<file path="src/rtl/spi_flash_responder_if.sv">
// SPI pin and byte-wide memory port bundle for the flash responder.
// The slave modport is the responder side; master is the controller/memory side.
interface spi_flash_responder_if;
  logic        SPI_CSN;
  logic        SPI_CLK;
  logic        SPI_MOSI;
  logic        SPI_MISO;
  logic        SPI_MISO_OE;
  logic        MEM_RD;
  logic [23:0] MEM_ADDR;
  logic [7:0]  MEM_RDATA;

  modport slave (
    input  SPI_CSN, SPI_CLK, SPI_MOSI, MEM_RDATA,
    output SPI_MISO, SPI_MISO_OE, MEM_RD, MEM_ADDR
  );

  modport master (
    output SPI_CSN, SPI_CLK, SPI_MOSI, MEM_RDATA,
    input  SPI_MISO, SPI_MISO_OE, MEM_RD, MEM_ADDR
  );
endinterface

</file>
<file path="src/rtl/spi_flash_responder.sv">
// Serial-flash target emulator: oversampled SPI mode 0, commands 03/9F/05 served from a byte memory port.
// Optional fast read (0x0B with 8 dummy clocks) is built when FLASH_RESP_FAST_READ_EN is defined.
module spi_flash_responder #(
  parameter logic [23:0] JEDEC_ID   = 24'hEF4016,
  parameter logic [7:0]  STATUS_VAL = 8'h00
) (
  input  logic                        CLK,
  input  logic                        RSTN,
  spi_flash_responder_if.slave        bus,
  output logic                        BUSY,
  output logic                        CMD_ERR
);

`ifdef FLASH_RESP_FAST_READ_EN
  typedef enum logic [2:0] {IDLE, CMD, ADDR, DUMMY, DATA, IGNORE} state_t;
`else
  typedef enum logic [2:0] {IDLE, CMD, ADDR, DATA, IGNORE} state_t;
`endif

  typedef enum logic [1:0] {SRC_MEM, SRC_JEDEC, SRC_STATUS} src_t;

  state_t      state;
  src_t        src;
  logic [4:0]  bit_cnt;
  logic [2:0]  tx_bit;
  logic [1:0]  jedec_idx;
  logic        rd_pend;
  logic        rd_dst;
`ifdef FLASH_RESP_FAST_READ_EN
  logic        fast;
`endif

  logic        csn_s1, csn_s2, csn_d;
  logic        sclk_s1, sclk_s2, sclk_d;
  logic        mosi_s1, mosi_s2;

  logic        miso, miso_oe, mem_rd, busy, cmd_err;
  logic [23:0] mem_addr;

  logic [22:0] rx_shift;
  logic [7:0]  tx_shift;
  logic [7:0]  hold;

  logic        csn_fall, rise_ev, fall_ev, tx_fall, rd_valid, cmd_done;
  logic [23:0] rx_next;
  logic [7:0]  opcode;
  logic [1:0]  jedec_nxt;

  function automatic logic [7:0] jedec_byte(input logic [1:0] idx);
    case (idx)
      2'd0:    return JEDEC_ID[23:16];
      2'd1:    return JEDEC_ID[15:8];
      default: return JEDEC_ID[7:0];
    endcase
  endfunction

  // Stage: pin synchronizers plus one delay tap for edge detection
  always_ff @(posedge CLK or negedge RSTN) begin
    if (!RSTN) begin
      {csn_s1, csn_s2, csn_d}    <= 3'b111;
      {sclk_s1, sclk_s2, sclk_d} <= 3'b000;
      {mosi_s1, mosi_s2}         <= 2'b00;
    end else begin
      {csn_s1, csn_s2, csn_d}    <= {bus.SPI_CSN, csn_s1, csn_s2};
      {sclk_s1, sclk_s2, sclk_d} <= {bus.SPI_CLK, sclk_s1, sclk_s2};
      {mosi_s1, mosi_s2}         <= {bus.SPI_MOSI, mosi_s1};
    end
  end

  // SPI clock edges are suppressed whenever CSN is high, so a CSN rise beats a coincident edge
  assign csn_fall  = ~csn_s2 & csn_d;
  assign rise_ev   = ~csn_s2 & sclk_s2 & ~sclk_d;
  assign fall_ev   = ~csn_s2 & ~sclk_s2 & sclk_d;
  assign rx_next   = {rx_shift, mosi_s2};
  assign opcode    = rx_next[7:0];
  assign tx_fall   = fall_ev && (state == DATA);
  assign rd_valid  = rd_pend && (state == DATA) && ~csn_s2;
  assign cmd_done  = rise_ev && (state == CMD) && (bit_cnt == 5'd7);
  assign jedec_nxt = (jedec_idx == 2'd2) ? 2'd0 : jedec_idx + 2'd1;

  // Stage: shift/holding datapath, no reset needed (cleared or loaded before use)
  always_ff @(posedge CLK) begin
    if (state == IDLE && csn_fall)
      rx_shift <= '0;
    else if (rise_ev && (state == CMD || state == ADDR))
      rx_shift <= rx_next[22:0];

    if (cmd_done && opcode == 8'h9F)
      tx_shift <= jedec_byte(2'd0);
    else if (cmd_done && opcode == 8'h05)
      tx_shift <= STATUS_VAL;
    else if (rd_valid && !rd_dst)
      tx_shift <= bus.MEM_RDATA;
    else if (tx_fall)
      tx_shift <= (tx_bit == 3'd7) ? hold : {tx_shift[6:0], 1'b0};

    if (rd_valid && rd_dst)
      hold <= bus.MEM_RDATA;
    else if (tx_fall && tx_bit == 3'd0) begin
      if (src == SRC_JEDEC)
        hold <= jedec_byte(jedec_nxt);
      else if (src == SRC_STATUS)
        hold <= STATUS_VAL;
    end
  end

  // Stage: control FSM with registered pin and memory-port outputs
  always_ff @(posedge CLK or negedge RSTN) begin
    if (!RSTN) begin
      state     <= IDLE;
      src       <= SRC_MEM;
      bit_cnt   <= '0;
      tx_bit    <= '0;
      jedec_idx <= '0;
      rd_pend   <= 1'b0;
      rd_dst    <= 1'b0;
`ifdef FLASH_RESP_FAST_READ_EN
      fast      <= 1'b0;
`endif
      miso      <= 1'b0;
      miso_oe   <= 1'b0;
      mem_rd    <= 1'b0;
      mem_addr  <= '0;
      busy      <= 1'b0;
      cmd_err   <= 1'b0;
    end else begin
      mem_rd  <= 1'b0;
      cmd_err <= 1'b0;
      busy    <= ~csn_s2;
      rd_pend <= mem_rd;
      if (csn_s2) begin
        state   <= IDLE;
        miso_oe <= 1'b0;
        miso    <= 1'b0;
        rd_pend <= 1'b0;
      end else begin
        case (state)
          IDLE: begin
            if (csn_d) begin
              state   <= CMD;
              bit_cnt <= '0;
            end
          end
          CMD: begin
            if (rise_ev) begin
              bit_cnt <= bit_cnt + 5'd1;
              if (bit_cnt == 5'd7) begin
                bit_cnt <= '0;
                case (opcode)
                  8'h03: begin
                    state <= ADDR;
`ifdef FLASH_RESP_FAST_READ_EN
                    fast  <= 1'b0;
`endif
                  end
`ifdef FLASH_RESP_FAST_READ_EN
                  8'h0B: begin
                    state <= ADDR;
                    fast  <= 1'b1;
                  end
`endif
                  8'h9F: begin
                    state     <= DATA;
                    src       <= SRC_JEDEC;
                    jedec_idx <= 2'd0;
                    tx_bit    <= '0;
                    miso_oe   <= 1'b1;
                  end
                  8'h05: begin
                    state   <= DATA;
                    src     <= SRC_STATUS;
                    tx_bit  <= '0;
                    miso_oe <= 1'b1;
                  end
                  default: begin
                    state   <= IGNORE;
                    cmd_err <= 1'b1;
                  end
                endcase
              end
            end
          end
          ADDR: begin
            if (rise_ev) begin
              bit_cnt <= bit_cnt + 5'd1;
              if (bit_cnt == 5'd23) begin
                bit_cnt  <= '0;
                mem_addr <= rx_next;
                mem_rd   <= 1'b1;
                rd_dst   <= 1'b0;
                src      <= SRC_MEM;
                tx_bit   <= '0;
                miso_oe  <= 1'b1;
                state    <= DATA;
`ifdef FLASH_RESP_FAST_READ_EN
                // fast read parks the address and defers the fetch until the dummy phase ends
                if (fast) begin
                  mem_rd  <= 1'b0;
                  miso_oe <= 1'b0;
                  state   <= DUMMY;
                end
`endif
              end
            end
          end
`ifdef FLASH_RESP_FAST_READ_EN
          DUMMY: begin
            if (rise_ev) begin
              bit_cnt <= bit_cnt + 5'd1;
              if (bit_cnt == 5'd7) begin
                bit_cnt <= '0;
                mem_rd  <= 1'b1;
                rd_dst  <= 1'b0;
                src     <= SRC_MEM;
                tx_bit  <= '0;
                miso_oe <= 1'b1;
                state   <= DATA;
              end
            end
          end
`endif
          DATA: begin
            if (fall_ev) begin
              miso   <= tx_shift[7];
              tx_bit <= tx_bit + 3'd1;
              // first bit of a byte on the wire: fetch the following byte into the holding register
              if (tx_bit == 3'd0) begin
                case (src)
                  SRC_MEM: begin
                    mem_rd   <= 1'b1;
                    mem_addr <= mem_addr + 24'd1;
                    rd_dst   <= 1'b1;
                  end
                  SRC_JEDEC: jedec_idx <= jedec_nxt;
                  default: ;
                endcase
              end
            end
          end
          IGNORE: ;
          default: state <= IDLE;
        endcase
      end
    end
  end

  assign bus.SPI_MISO    = miso;
  assign bus.SPI_MISO_OE = miso_oe;
  assign bus.MEM_RD      = mem_rd;
  assign bus.MEM_ADDR    = mem_addr;
  assign BUSY            = busy;
  assign CMD_ERR         = cmd_err;

endmodule
</file>
<file path="src/flat_wrapper.sv">
// flat-port wrapper written by rule: the top's interface ports become plain ports
module spi_flash_responder_flat 
#(
  parameter logic [23:0] JEDEC_ID   = 24'hEF4016,
  parameter logic [7:0]  STATUS_VAL = 8'h00
)
  (CLK, RSTN, BUSY, CMD_ERR, bus_SPI_CSN, bus_SPI_CLK, bus_SPI_MOSI, bus_MEM_RDATA, bus_SPI_MISO, bus_SPI_MISO_OE, bus_MEM_RD, bus_MEM_ADDR);
  spi_flash_responder_if bus_i ();
  input  logic CLK;
  input  logic RSTN;
  output logic BUSY;
  output logic CMD_ERR;
  input wire logic [$bits(bus_i.SPI_CSN)-1:0] bus_SPI_CSN;
  input wire logic [$bits(bus_i.SPI_CLK)-1:0] bus_SPI_CLK;
  input wire logic [$bits(bus_i.SPI_MOSI)-1:0] bus_SPI_MOSI;
  input wire logic [$bits(bus_i.MEM_RDATA)-1:0] bus_MEM_RDATA;
  output wire logic [$bits(bus_i.SPI_MISO)-1:0] bus_SPI_MISO;
  output wire logic [$bits(bus_i.SPI_MISO_OE)-1:0] bus_SPI_MISO_OE;
  output wire logic [$bits(bus_i.MEM_RD)-1:0] bus_MEM_RD;
  output wire logic [$bits(bus_i.MEM_ADDR)-1:0] bus_MEM_ADDR;
  assign bus_i.SPI_CSN = bus_SPI_CSN;
  assign bus_i.SPI_CLK = bus_SPI_CLK;
  assign bus_i.SPI_MOSI = bus_SPI_MOSI;
  assign bus_i.MEM_RDATA = bus_MEM_RDATA;
  assign bus_SPI_MISO = bus_i.SPI_MISO;
  assign bus_SPI_MISO_OE = bus_i.SPI_MISO_OE;
  assign bus_MEM_RD = bus_i.MEM_RD;
  assign bus_MEM_ADDR = bus_i.MEM_ADDR;
  spi_flash_responder #(.JEDEC_ID(JEDEC_ID), .STATUS_VAL(STATUS_VAL)) u_core (.CLK(CLK), .RSTN(RSTN), .bus(bus_i), .BUSY(BUSY), .CMD_ERR(CMD_ERR));
endmodule
</file>
<file path="config.mk">
export PLATFORM = sky130hd
export DESIGN_NAME = spi_flash_responder_flat
export DESIGN_NICKNAME = d
export VERILOG_FILES = /design/src/rtl/spi_flash_responder_if.sv /design/src/rtl/spi_flash_responder.sv /design/src/flat_wrapper.sv
export SDC_FILE = /design/constraint.sdc
export NUM_CORES = 1
export LEC_CHECK = 0
export BUFFER_PORTS_ARGS = -buffer_cell sky130_fd_sc_hd__buf_4
export CAP_MARGIN = 10
export CORE_MARGIN = 4
export CORE_UTILIZATION = 30
export DETAILED_ROUTE_END_ITERATION = 7
export HOLD_SLACK_MARGIN = 0.12
export SETUP_SLACK_MARGIN = 0.3
export SLEW_MARGIN = 15
export SYNTH_ARGS = -nofsm -noshare
export SYNTH_HDL_FRONTEND = slang
export SYNTH_SLANG_ARGS = --single-unit
</file>
<file path="constraint.sdc">
create_clock -name CLK -period 2.04 [get_ports CLK]
set_clock_uncertainty 0.05 [all_clocks]
set_input_delay 0 -clock CLK [delete_from_list [all_inputs] [get_ports CLK]]
set_output_delay 0 -clock CLK [all_outputs]
set_load 0.05 [all_outputs]
</file>
# Word-level counts from Yosys, hierarchy flattened
# Cells that the tools add are included.
[totals] elab_cells=192 ff_bits=93 input_bits=13
[classes] eq_ne=33 reduce_logical=43 bitwise_logic=8 mux=79 n_addsub=4
[ops] op="two-way mux 24 bit" count=5
[ops] op="two-way mux 8 bit" count=8
[ops] op="case mux 24 bit (2 select lines)" count=1
[ops] op="two-way mux 3 bit" count=12
[ops] op="two-way mux 1 bit" count=26
[ops] op="two-way mux 5 bit" count=5
[ops] op="adder 24 x 1 -> 24 bit, second input constant" count=1
[ops] op="two-way mux 2 bit" count=11
[ops] op="case mux 8 bit (2 select lines)" count=1
[ops] op="AND reduction 8 bit" count=2
[ops] op="case mux 5 bit (3 select lines)" count=1
[ops] op="nonzero test 3 bit" count=5
[ops] op="inequality test 2 bit, second input constant" count=7
[ops] op="AND reduction 7 bit" count=2
[ops] op="nonzero test 2 bit" count=7
[ops] op="logical AND 1 bit" count=12
[ops] op="case mux 2 bit (2 select lines)" count=3
[ops] op="case mux 3 bit (4 select lines)" count=1
[ops] op="AND reduction 6 bit" count=2
[ops] op="inequality test 2 x 1 -> 1 bit, second input constant" count=5
[ops] op="inequality test 3 x 1 -> 1 bit, second input constant" count=3
[ops] op="inequality test 3 x 2 -> 1 bit, second input constant" count=3
[ops] op="case mux 3 bit (3 select lines)" count=1
[ops] op="== test 8 x 2 -> 1 bit, second input constant" count=1
[ops] op="other kinds (25)" count=42

# Logic depth before layout (Yosys ltp)
# Gate-level depths: netlist of the first run.
[logic_depth] word_depth=7 depth_mapped=10 ltp_nobuf=8

# Worst setup path before layout of the first run
# OpenSTA, ideal clock, no wires.
[synth_path] path_kind="register to register" from="reg u_core.mem_addr[0] (netlist: u_core.bus.MEM_ADDR[0])" to="reg u_core.mem_addr[14] (netlist: u_core.bus.MEM_ADDR[14])" path_stages_with_launch=8 arrival_time_ns=2.048 n_path_buf=1 path_slack_ns=-0.127 setup_ns=0.069 cell_sequence="dfrtp_1 -> ha_1 -> nand4_1 -> nor2_1 -> clkbuf_1 -> nand3_1 -> or3_1 -> nand3_1"
[synth_via] elab_chain_len=5
[synth_lines] element="from (decl)" line="spi_flash_responder.sv:38" source="logic [23:0] mem_addr;"
[synth_lines] element="from (signal assigned)" line="spi_flash_responder.sv:188" source="mem_addr <= rx_next;"
[synth_lines] element="from (signal assigned)" line="spi_flash_responder.sv:231" source="mem_addr <= mem_addr + 24'd1;"
[synth_lines] element="adder 24 x 1 -> 24 bit" line="spi_flash_responder.sv:231"
[synth_lines] element="two-way mux 24 bit" line="spi_flash_responder.sv:228" source="case (src)"
[synth_lines] element="two-way mux 24 bit" line="spi_flash_responder.sv:227" source="if (tx_bit == 3'd0) begin"
[synth_lines] element="two-way mux 24 bit" line="spi_flash_responder.sv:223" source="if (fall_ev) begin"
[synth_lines] element="case mux 24 bit (2 select lines)" line="spi_flash_responder.sv:137" source="case (state)"
# No other way between the ends. The select of a mux whose other input is x is not followed.
# A chain may end at the register's enable or synchronous reset.

# Final worst setup path of the first run
[layout_path] from="reg u_core.rx_shift[0]" to="reg u_core.tx_bit[0]"
[layout_via] elab_chain_len=4 elab_cells_between_ends=5
[layout_lines] element="from (decl)" line="spi_flash_responder.sv:40" source="logic [22:0] rx_shift;"
[layout_lines] element="from (signal assigned)" line="spi_flash_responder.sv:86" source="rx_shift <= rx_next[22:0];"
[layout_lines] element="== test 8 x 3 -> 1 bit / == test 8 bit (equally long branches)" line="spi_flash_responder.sv:149" source="case (opcode)"
[layout_lines] element="OR reduction 2 bit (no source line) (*)"
[layout_lines] element="inequality test 2 bit (no source line) (*)"
[layout_lines] element="AND reduction 8 bit (no source line) (*)"
[layout_lines] element="to (signal assigned)" line="spi_flash_responder.sv:225" source="tx_bit <= tx_bit + 3'd1;"
[layout_lines] element="to (decl)" line="spi_flash_responder.sv:25" source="logic [2:0] tx_bit;"
# Mark *: on every way between the ends. The rest lies on a longest branch, timed or not.

==> results of run 1 <==
synthesized netlist by cell type (all sizes together) (2+ instances only):
| cell type | count | area (µm²) |
|---|---|---|
| a211oi | 7 | 52.6 |
| a21o | 4 | 30.0 |
| a21oi | 42 | 210 |
| a221o | 2 | 20.0 |
| a22oi | 8 | 60.1 |
| a31oi | 5 | 31.3 |
| a32oi | 5 | 43.8 |
| and3 | 6 | 37.5 |
| and3b | 2 | 17.5 |
| and4 | 4 | 35.0 |
| buf | 18 | 91.3 |
| clkbuf | 13 | 48.8 |
| dfrtp | 51 | 1280 |
| dfstp | 3 | 78.8 |
| dfxtp | 31 | 621 |
| edfxtp | 8 | 240 |
| ha | 7 | 87.6 |
| inv | 24 | 90.1 |
| mux2 | 2 | 22.5 |
| mux2i | 4 | 40.0 |
| nand2 | 106 | 398 |
| nand2b | 3 | 18.8 |
| nand3 | 29 | 150 |
| nand3b | 2 | 15.0 |
| nand4 | 9 | 56.3 |
| nor2 | 30 | 120 |
| nor2b | 5 | 31.3 |
| nor3 | 10 | 60.1 |
| nor3b | 4 | 40.0 |
| nor4 | 3 | 25.0 |
| o2111ai | 2 | 23.8 |
| o211ai | 18 | 184 |
| o21ai | 37 | 185 |
| o22ai | 4 | 25.0 |
| o311ai | 2 | 17.5 |
| o31ai | 2 | 15.0 |
| o32ai | 2 | 17.5 |
| or3 | 3 | 18.8 |
| or4 | 3 | 26.3 |
| or4b | 2 | 20.0 |
state kept, by name, summed over array words and instances (netlist names), 2 cells and up:
name / cells
u_core.tx_bit: 3
u_core.tx_shift: 8
u_core.src: 2
u_core.state: 3
u_core.bus.MEM_ADDR: 24
u_core.bit_cnt: 5
u_core.hold: 8
u_core.jedec_idx: 2
u_core.rx_shift: 23
final cells by class:
| class | instances | area [µm²] |
|---|---|---|
| Timing Repair Buffer | 128 | 1100 |
| Clock buffer | 10 | 229 |
| Timing Repair inverter | 1 | 7.51 |
| Fill cell | 1491 | 8730 |
| Clock inverter | 6 | 62.6 |
| Sequential cell | 93 | 2250 |
| Tap cell | 211 | 264 |
| Inverter | 24 | 92.6 |
| Multi-Input combinational cell | 390 | 2580 |
power by group through the flow:
stage / logic [W] / clock network, W / registers [W]
6_report: 0.000320 / 0.00169 / 0.00190
2_1_floorplan: 0.000121 / 0 / 0.00193
5_1_grt: 0.000346 / 0.00181 / 0.00190
4_1_cts: 0.000283 / 0.00175 / 0.00190
3_3_place_gp: 0.000226 / 0 / 0.00194
3_5_place_dp: 0.000228 / 0 / 0.00194
kinds of logic (layout without fill, tap and decap cells):
group / count (synthesis) / in the layout / share of synthesized area
fa+ha+maj: 7 / 7 / 0.0185
xor+xnor: 2 / 2 / 0.00371
mux: 6 / 6 / 0.0132
flops: 93 / 93 / 0.469
simple gates: 228 / 228 / 0.240
compound gates: 147 / 147 / 0.207
buf+inv: 55 / 169 / 0.0487
per-stage QoR:
step                total power (W)  instance area [µm²]   util  hold WS [ns]
CTS                         0.00393                 6290  0.411         0.214
global placement            0.00217                 5490  0.358        0.0578
finish                      0.00391                 6580  0.430         0.175
global route                0.00405                 6580  0.430         0.232
detailed placement          0.00217                 5490  0.358        0.0622
floorplan                   0.00206                 4830      -        -0.346
routing by layer:
metal | global-route usage | vias to the layer above | share of wire
met5 | 0 | - | 0
met4 | 0.0577 | 0 | 0.021
met3 | 0.0359 | 29 | 0.045
met2 | 0.251 | 160 | 0.49
met1 | 0.198 | 2206 | 0.44
li1 | - | 2157 | -
final timing paths:
path | slack (ns) | to | cells past startpoint | startpoint
hold reg to reg | 0.30 | u_core.sclk_s2 | 0 | u_core.sclk_s1
max in group asynchronous | 1.20 | u_core.sclk_d | 2 | RSTN
setup / recovery | 0.16 | u_core.tx_bit[0] | 5 | u_core.rx_shift[0]
hold / removal | 0.18 | u_core.bus.MEM_ADDR[22] | 2 | RSTN
setup reg to reg | 0.16 | u_core.tx_bit[0] | 5 | u_core.rx_shift[0]
min in group CLK | 0.24 | u_core.sclk_s1 | 2 | bus_SPI_CLK
timing repair:
action | CTS | global route
buffers inserted | 25 | 18
setup endpoints to repair | 83 | 70
pin swaps | 18 | 18
resized for setup | 51 | 43
hold endpoints to repair | 73 | 0
cloned | 2 | 1
hold buffers | 12 | 0
==> metrics, run 1 <==
status finished, final reports clean; final setup TNS 0 ns; Synthesized Nets 558; layout cell share with drive strength beyond 1 0.365; Area Overhead vs Synth 39.3%; htree depth 3; Die H between 100 and 150 µm; EDFF count, synth 8; GRT Resource Usage Total 0.153; # port buffers 41; share of power burned in registers 0.486; Via Count between 4000 and 5000; Cells after DPL a little under 800; Clock Power Share 0.432; Comb pwr share 0.082; pin count of the biggest net entering global routing 55; Antenna Cells 0; drt first pass iters 5; TritonCTS sink count between 90 and 100; CTS tree built; Setup WS pre-CTS -0.0448 ns; top_reg_cell synth dfrtp_1; syn_area_per_cell 8.78 µm²; Non-Filler Instances 863; initial antenna violation count 0; CP startpoint kind flip-flop; Top Family by Delay on Critical Path simple AND/OR/NAND/NOR gates; Die X between 100 and 150 µm; Slew headroom 0.510; max incr delay on CP 0.57 ns; share of the yosys chip area belonging to registers 0.469; Cell Area, Synth between 4000 and 5000 µm²; HPWL after DPL slightly above 9 mm; GP Congestion 0.882; initial DRC count between 400 and 500; buffers and inverters on the worst path 0; Yosys cell types 69; most frequent cells in the layout 102 x nand2_1, 98 x buf_4, 34 x a21oi_1; insertion delay to the later sink of the worst-skew pair about 0.35 ns; worst path arrival time 2.07 ns; internal power between 0.002 and 0.003 W; Via density between 5 and 6; synthesized flop and latch total a little over 90; Final Max Tran Viols 0; CTS Root Cell clkbuf_16; PnR worst setup slack roughly 0.16 ns; unrepaired setup endpoints after global routing true; Residual DRC 0; FMAX between 0.5 and 0.6 GHz; Final ANT Viol Nets 0; cell mode on critical path a21o_1; Least-Margin Pin Slew between 0.7 and 0.8 ns; Die Area roughly 18000 µm²; Post-synth ARST share 0.581; final WL between 10 and 15 mm; Final Cycle Share 0.924; initial core utilization 0.309; Setup violations, final 0; Num CTS Buffers 9; Critical Path Sink Type flip-flop; NumNets Final roughly 670; vias in the first global route between 4000 and 5000; row count 45; Synth Warn # 0; grt total ovfl 0; Syn Inst Count 538; switching share of power 0.239; Final Hold Fails 0; core footprint approximately 15000 µm²; most common cell after layout, fill and taps aside nand2_1; Worst path slowest cell or4_4; CTS clock-pin slew for the worst setup and hold paths around 0.070 ns; CTS max path bufs 2; VDD IR max slightly above 0.0004 V; CP Data Required Time approximately 2.2 ns; crit path kind reg -> reg; first-pass GRT wire length ~22 mm; Cell Chain, Critical Path or4_4 > a21o_1 > nor4_2 > a31oi_2 > a21o_1; Hold WC Path Type in -> async; maximum fanout along the worst path 4; Sw Pwr 0.000934 W; drt wl/cell 16.2 µm; I/O pin total between 40 and 50; Leak Pwr around 2.6 nW; P per Cell Area slightly below 600 nW/µm²; Tmin final 1.88 ns; Max Cap Violations 0
Note: power is estimated with default switching activity, not from simulation.
==> run 2, diff against run 1 <==
CAP_MARGIN = 20   (was 10)
CORE_UTILIZATION = 54   (was 30)
PLACE_DENSITY = 0.76   (was unset)
==> run 2 against run 1 <==
Utilization is 33 points higher. Via count is 2.7% higher. Total power is 7.9% lower. Global-route usage is 10 points higher. First-iteration DRC count is 7.8% lower.
==> metrics, run 2 (same netlist as run 1, synthesis figures left out) <==
first-pass GRT wire length about 21 mm; Via density 6.19; GRT Resource Usage Total 0.256; status finished, final reports clean; insertion delay to the later sink of the worst-skew pair ~0.36 ns; Comb pwr share 0.087; Max Cap Violations 0; Residual DRC 0; Final Max Tran Viols 0; P per Cell Area 567 nW/µm²; routing usage on met3 0.0496; grt total ovfl 0; Final ANT Viol Nets 0; vias in the first global route roughly 4300; CTS clock-pin slew for the worst setup and hold paths 0.09 ns; most frequent cells in the layout 100 x nand2_1, 93 x buf_4, 33 x a21oi_1; drt first pass iters 5; final setup TNS 0 ns; Die X ~100 µm; post-route cell area between 6000 and 7000 µm²; CTS max path bufs 2; Sw Pwr 0.000854 W; Num CTS Buffers 9; pin count of the biggest net entering global routing 55; GP Congestion roughly 0.94; Top Family by Delay on Critical Path compound AO/OA/AOI/OAI gates; CP startpoint kind flip-flop; max incr delay on CP between 0.5 and 0.6 ns; row count 33; most crowded layer after global routing met2; Worst path slowest cell or4b_1; Cells after DPL 680; final WL around 14 mm; switching share of power 0.237; initial core utilization 0.564; Slew headroom 0.524; initial antenna violation count 0; met2 Resource Use GR 0.403; Non-Filler Instances 755; max FFs per register 24; Final Hold Fails 0; grt met1 use 0.347; layout cell share with drive strength beyond 1 0.366; Die H a little over 100 µm; I/O pin total 42; TritonCTS sink count 93; Setup violations, final 0; Antenna Cells 0; Tmin final 1.90 ns; Final Cycle Share 0.931; worst path arrival time 2.13 ns; Least-Margin Pin Slew slightly above 0.7 ns; crit path kind reg -> reg; Area Overhead vs Synth 34.4%; initial DRC count approximately 400; FMAX between 0.5 and 0.6 GHz; Hold WC Path Type in -> async; core footprint around 8400 µm²; most common cell after layout, fill and taps aside nand2_1; Die Area 10300 µm²; drt wl/cell around 18 µm; VDD IR max a little over 0.0004 V; CTS Root Cell clkbuf_8; htree depth 3; Via Count roughly 4700; Cell Chain, Critical Path or4b_1 > a211oi_1 > o211ai_1 > o21ai_0; CTS tree built; CP Data Required Time 2.27 ns; # port buffers 41; buffers and inverters on the worst path 0; Placement Cell Area between 5000 and 6000 µm²; maximum fanout along the worst path 9; worst hold margin about 0.18 ns; Leak Pwr 2.57 nW; unrepaired setup endpoints after global routing true; PnR Total Power 0.00360 W; Clock Power Share 0.387; internal power around 0.0027 W; NumNets Final approximately 670; share of power burned in registers 0.526; HPWL after DPL just over 8 mm; Critical Path Sink Type flip-flop
[run 2: layout make-up]
class                      instances  area, µm²
clock buffer                      11        141
timing repair buffer             124       1060
multi-input combinational        392       2590
sequential                        93       2250
clock inverter                     5       82.6
inverter                          24       95.1
tap                              105        131
fill                             546       2030
timing repair inverter             1       6.26
[run 2: per-stage QoR]
stage	util	setup WS [ns]
6_report	0.758	0.140
5_1_grt	0.758	0.0612
4_1_cts	0.718	0.206
3_5_place_dp	0.635	0.0994
3_3_place_gp	0.635	0.128
2_1_floorplan	-	0.217
[run 2: what timing repair did]
| item | CTS | global route |
|---|---|---|
| endpoints found under the setup margin | 79 | 85 |
| gates cloned | 3 | 3 |
| resized for setup | 50 | 50 |
| buffers inserted | 25 | 16 |
| hold endpoints to repair | 73 | 0 |
| hold buffers | 12 | 0 |
| pin swaps | 21 | 15 |
[run 2: routing by layer]
layer | part of all wire | vias to the layer above
met5 | 0 | -
met4 | 0.030 | 0
met3 | 0.064 | 46
met2 | 0.48 | 222
met1 | 0.42 | 2261
li1 | - | 2148
[run 2: final timing paths]
check | startpoint | end | slack [ns] | depth (start not counted)
max reg2reg | u_core.state[2] | u_core.src[1] | 0.14 | 4
min | RSTN | u_core.CMD_ERR | 0.18 | 2
min reg2reg | u_core.mosi_s1 | u_core.mosi_s2 | 0.31 | 0
max in group asynchronous | RSTN | u_core.bus.MEM_ADDR[11] | 1.25 | 2
max | u_core.state[2] | u_core.src[1] | 0.14 | 4
min in group CLK | bus_SPI_MOSI | u_core.mosi_s1 | 0.23 | 2
[run 2: power groups by stage]
stage          clock network (W)  registers (W)  logic [W]
2_1_floorplan                  0        0.00193   0.000121
3_3_place_gp                   0        0.00194   0.000214
3_5_place_dp                   0        0.00194   0.000219
4_1_cts                  0.00140        0.00189   0.000273
5_1_grt                  0.00149        0.00190   0.000340
6_report                 0.00139        0.00190   0.000313
[run 2: worst register-to-register path, delay by kind of cell, from the launching register on]
kind / cells / cell delay, ns
AOI/OAI and AO/OA: 3 / 0.77
DFF: 1 / 0.47
and+or+nand+nor: 1 / 0.53
==> run 3, diff against run 2 <==
PLACE_DENSITY = 0.75   (was 0.76)
REMOVE_ABC_BUFFERS = 1   (was unset)
==> run 3 against run 2 <==
Clock power fell by 9%. Design area rose by 1.8%. Maximum frequency fell by 4.2%. Final cell count rose by 1.5%. Routed wire length rose by 5.9%. Total power fell by 3.3%. Non-clock buffer count rose by 13. Combinational power fell by 3%. Worst setup slack got worse by 0.083 ns. Sequential power barely moved. Clock-buffer cell count fell by 1.
==> metrics, run 3 (same netlist as run 1, synthesis figures left out) <==
worst hold margin approximately 0.16 ns; final WL 14.6 mm; Leak Pwr about 2.7 nW; maximum fanout along the worst path 7; Die X slightly above 100 µm; Placement Cell Area 5290 µm²; HPWL after DPL a little under 9 mm; Clock Power Share 0.365; reg2reg end u_core.bus.MEM_ADDR[20]; crit path kind reg -> reg; Non-Filler Instances roughly 770; Least-Margin Pin Slew just over 0.7 ns; Residual DRC 0; Via density around 6.4; worst path arrival time ~2.2 ns; CP startpoint kind flip-flop; Multi-input gate area about 2600 µm²; GP Congestion ~0.9; Final Max Tran Viols 0; register area 2230 µm²; CP Data Required Time between 2 and 2.5 ns; drt first pass iters 7; VDD IR max between 0.0004 and 0.0005 V; most frequent cells in the layout 104 x buf_4, 98 x nand2_1, 44 x dfrtp_1; Via Count between 4000 and 5000; initial DRC count 359; Final Cycle Share 0.972; Antenna Cells 0; worst r2r src u_core.sclk_d; CTS Root Cell clkbuf_8; Max Cap Violations 0; # port buffers 41; unrepaired setup endpoints after global routing true; CTS tree built; Die Area 10300 µm²; Setup violations, final 0; htree depth 3; share of power burned in registers 0.548; crit path from u_core.sclk_d; status finished, final reports clean; Die H roughly 100 µm; TritonCTS sink count between 90 and 100; Filler cells about 540; layout cell share with drive strength beyond 1 0.375; vias in the first global route 4451; insertion delay to the later sink of the worst-skew pair ~0.38 ns; Cells after DPL slightly below 700; GRT Resource Usage Total 0.265; max FFs per register 24; cells on worst reg2reg path 7; row count 33; Slew headroom 0.526; core footprint 8380 µm²; Critical Path Sink Type flip-flop; initial core utilization 0.564; P per Cell Area 539 nW/µm²; Final ANT Viol Nets 0; NumNets Final approximately 680; setup slack on the worst flop-to-flop path 0.06 ns; most common cell after layout, fill and taps aside buf_4; FMAX approximately 0.50 GHz; post-route cell area 6460 µm²; Num CTS Buffers 9; CTS max path bufs 2; PnR Total Power around 0.0035 W; switching share of power 0.257; Hold WC Path Type in -> async; Area Overhead vs Synth 36.7%; Sw Pwr about 0.00089 W; internal power between 0.002 and 0.003 W; Tmin final ~2.0 ns; Final Hold Fails 0; Comb pwr share 0.087; grt total ovfl 0; Worst setup endpoint u_core.bus.MEM_ADDR[20]; initial antenna violation count 0; first-pass GRT wire length 21.5 mm; pin count of the biggest net entering global routing 55; fin util 0.771; I/O pin total 42; drt wl/cell 19.1 µm; CTS clock-pin slew for the worst setup and hold paths around 0.090 ns
[run 3: cell types whose count changed in the layout (fill, tap and decap cells not counted), moves of 3 or more]
cell and delta:
buf_4 +11, a211oi_2 +3, clkinvlp_4 +3, nor2_2 +3, dfrtp_2 -13, dfrtp_1 +13
[run 3: what timing repair did]
| action | in CTS | in global routing |
|---|---|---|
| setup buffers | 26 | 22 |
| cloned | 2 | 1 |
| gates resized for setup | 68 | 63 |
| endpoints found under the setup margin | 83 | 79 |
| hold buffers | 12 | 0 |
| endpoints found under the hold margin | 73 | 0 |
| pin swaps | 21 | 28 |
[run 3: how the worst min path moves through the flow]
stage	endpoint	cells past startpoint
2_1_floorplan	u_core.BUSY	0
3_3_place_gp	u_core.bit_cnt[3]	1
3_5_place_dp	u_core.bit_cnt[2]	1
4_1_cts	u_core.bus.MEM_ADDR[8]	2
5_1_grt	u_core.bit_cnt[2]	2
6_report	u_core.bit_cnt[4]	2
[run 3: cell type report]
cell class | count | area share
Inverter | 24 | 0.0147
Timing Repair inverter | 1 | 0.00116
Sequential cell | 93 | 0.345
Timing Repair Buffer | 137 | 0.183
Clock buffer | 10 | 0.0197
Tap cell | 105 | 0.0203
Clock inverter | 6 | 0.0106
Multi-Input combinational cell | 390 | 0.405
[run 3: per-stage QoR]
step | TNS (ns) | setup WS, ns
floorplan | -13.80 | -0.654
global placement | 0 | 0.0101
detailed placement | -0.201 | -0.0374
CTS | 0 | 0.142
global route | -0.0491 | -0.0167
finish | 0 | 0.0568
[run 3: critical path, stage by stage, from the launching register on]
cell     delay, ns
dfrtp_1       0.47
nor3b_4       0.32
and4_4        0.30
nor2_4        0.08
buf_6         0.12
buf_6         0.10
a21o_1        0.14
a221o_1       0.30
[run 3: power by group through the flow]
stage / logic [W] / clock network (W) / registers, W
6_report: 0.000304 / 0.00127 / 0.00191
2_1_floorplan: 0.0000953 / 0 / 0.00195
4_1_cts: 0.000251 / 0.00127 / 0.00191
3_3_place_gp: 0.000218 / 0 / 0.00194
5_1_grt: 0.000325 / 0.00133 / 0.00191
3_5_place_dp: 0.000220 / 0 / 0.00194
[run 3: layer usage]
metal | share of wire | routed length, µm | GRT usage | vias up
met5 | 0 | 0 | 0 | -
met4 | 0.034 | 494 | 0.0930 | 0
met3 | 0.072 | 1060 | 0.0427 | 60
met2 | 0.48 | 7050 | 0.428 | 267
met1 | 0.41 | 6040 | 0.362 | 2372
li1 | - | - | - | 2175
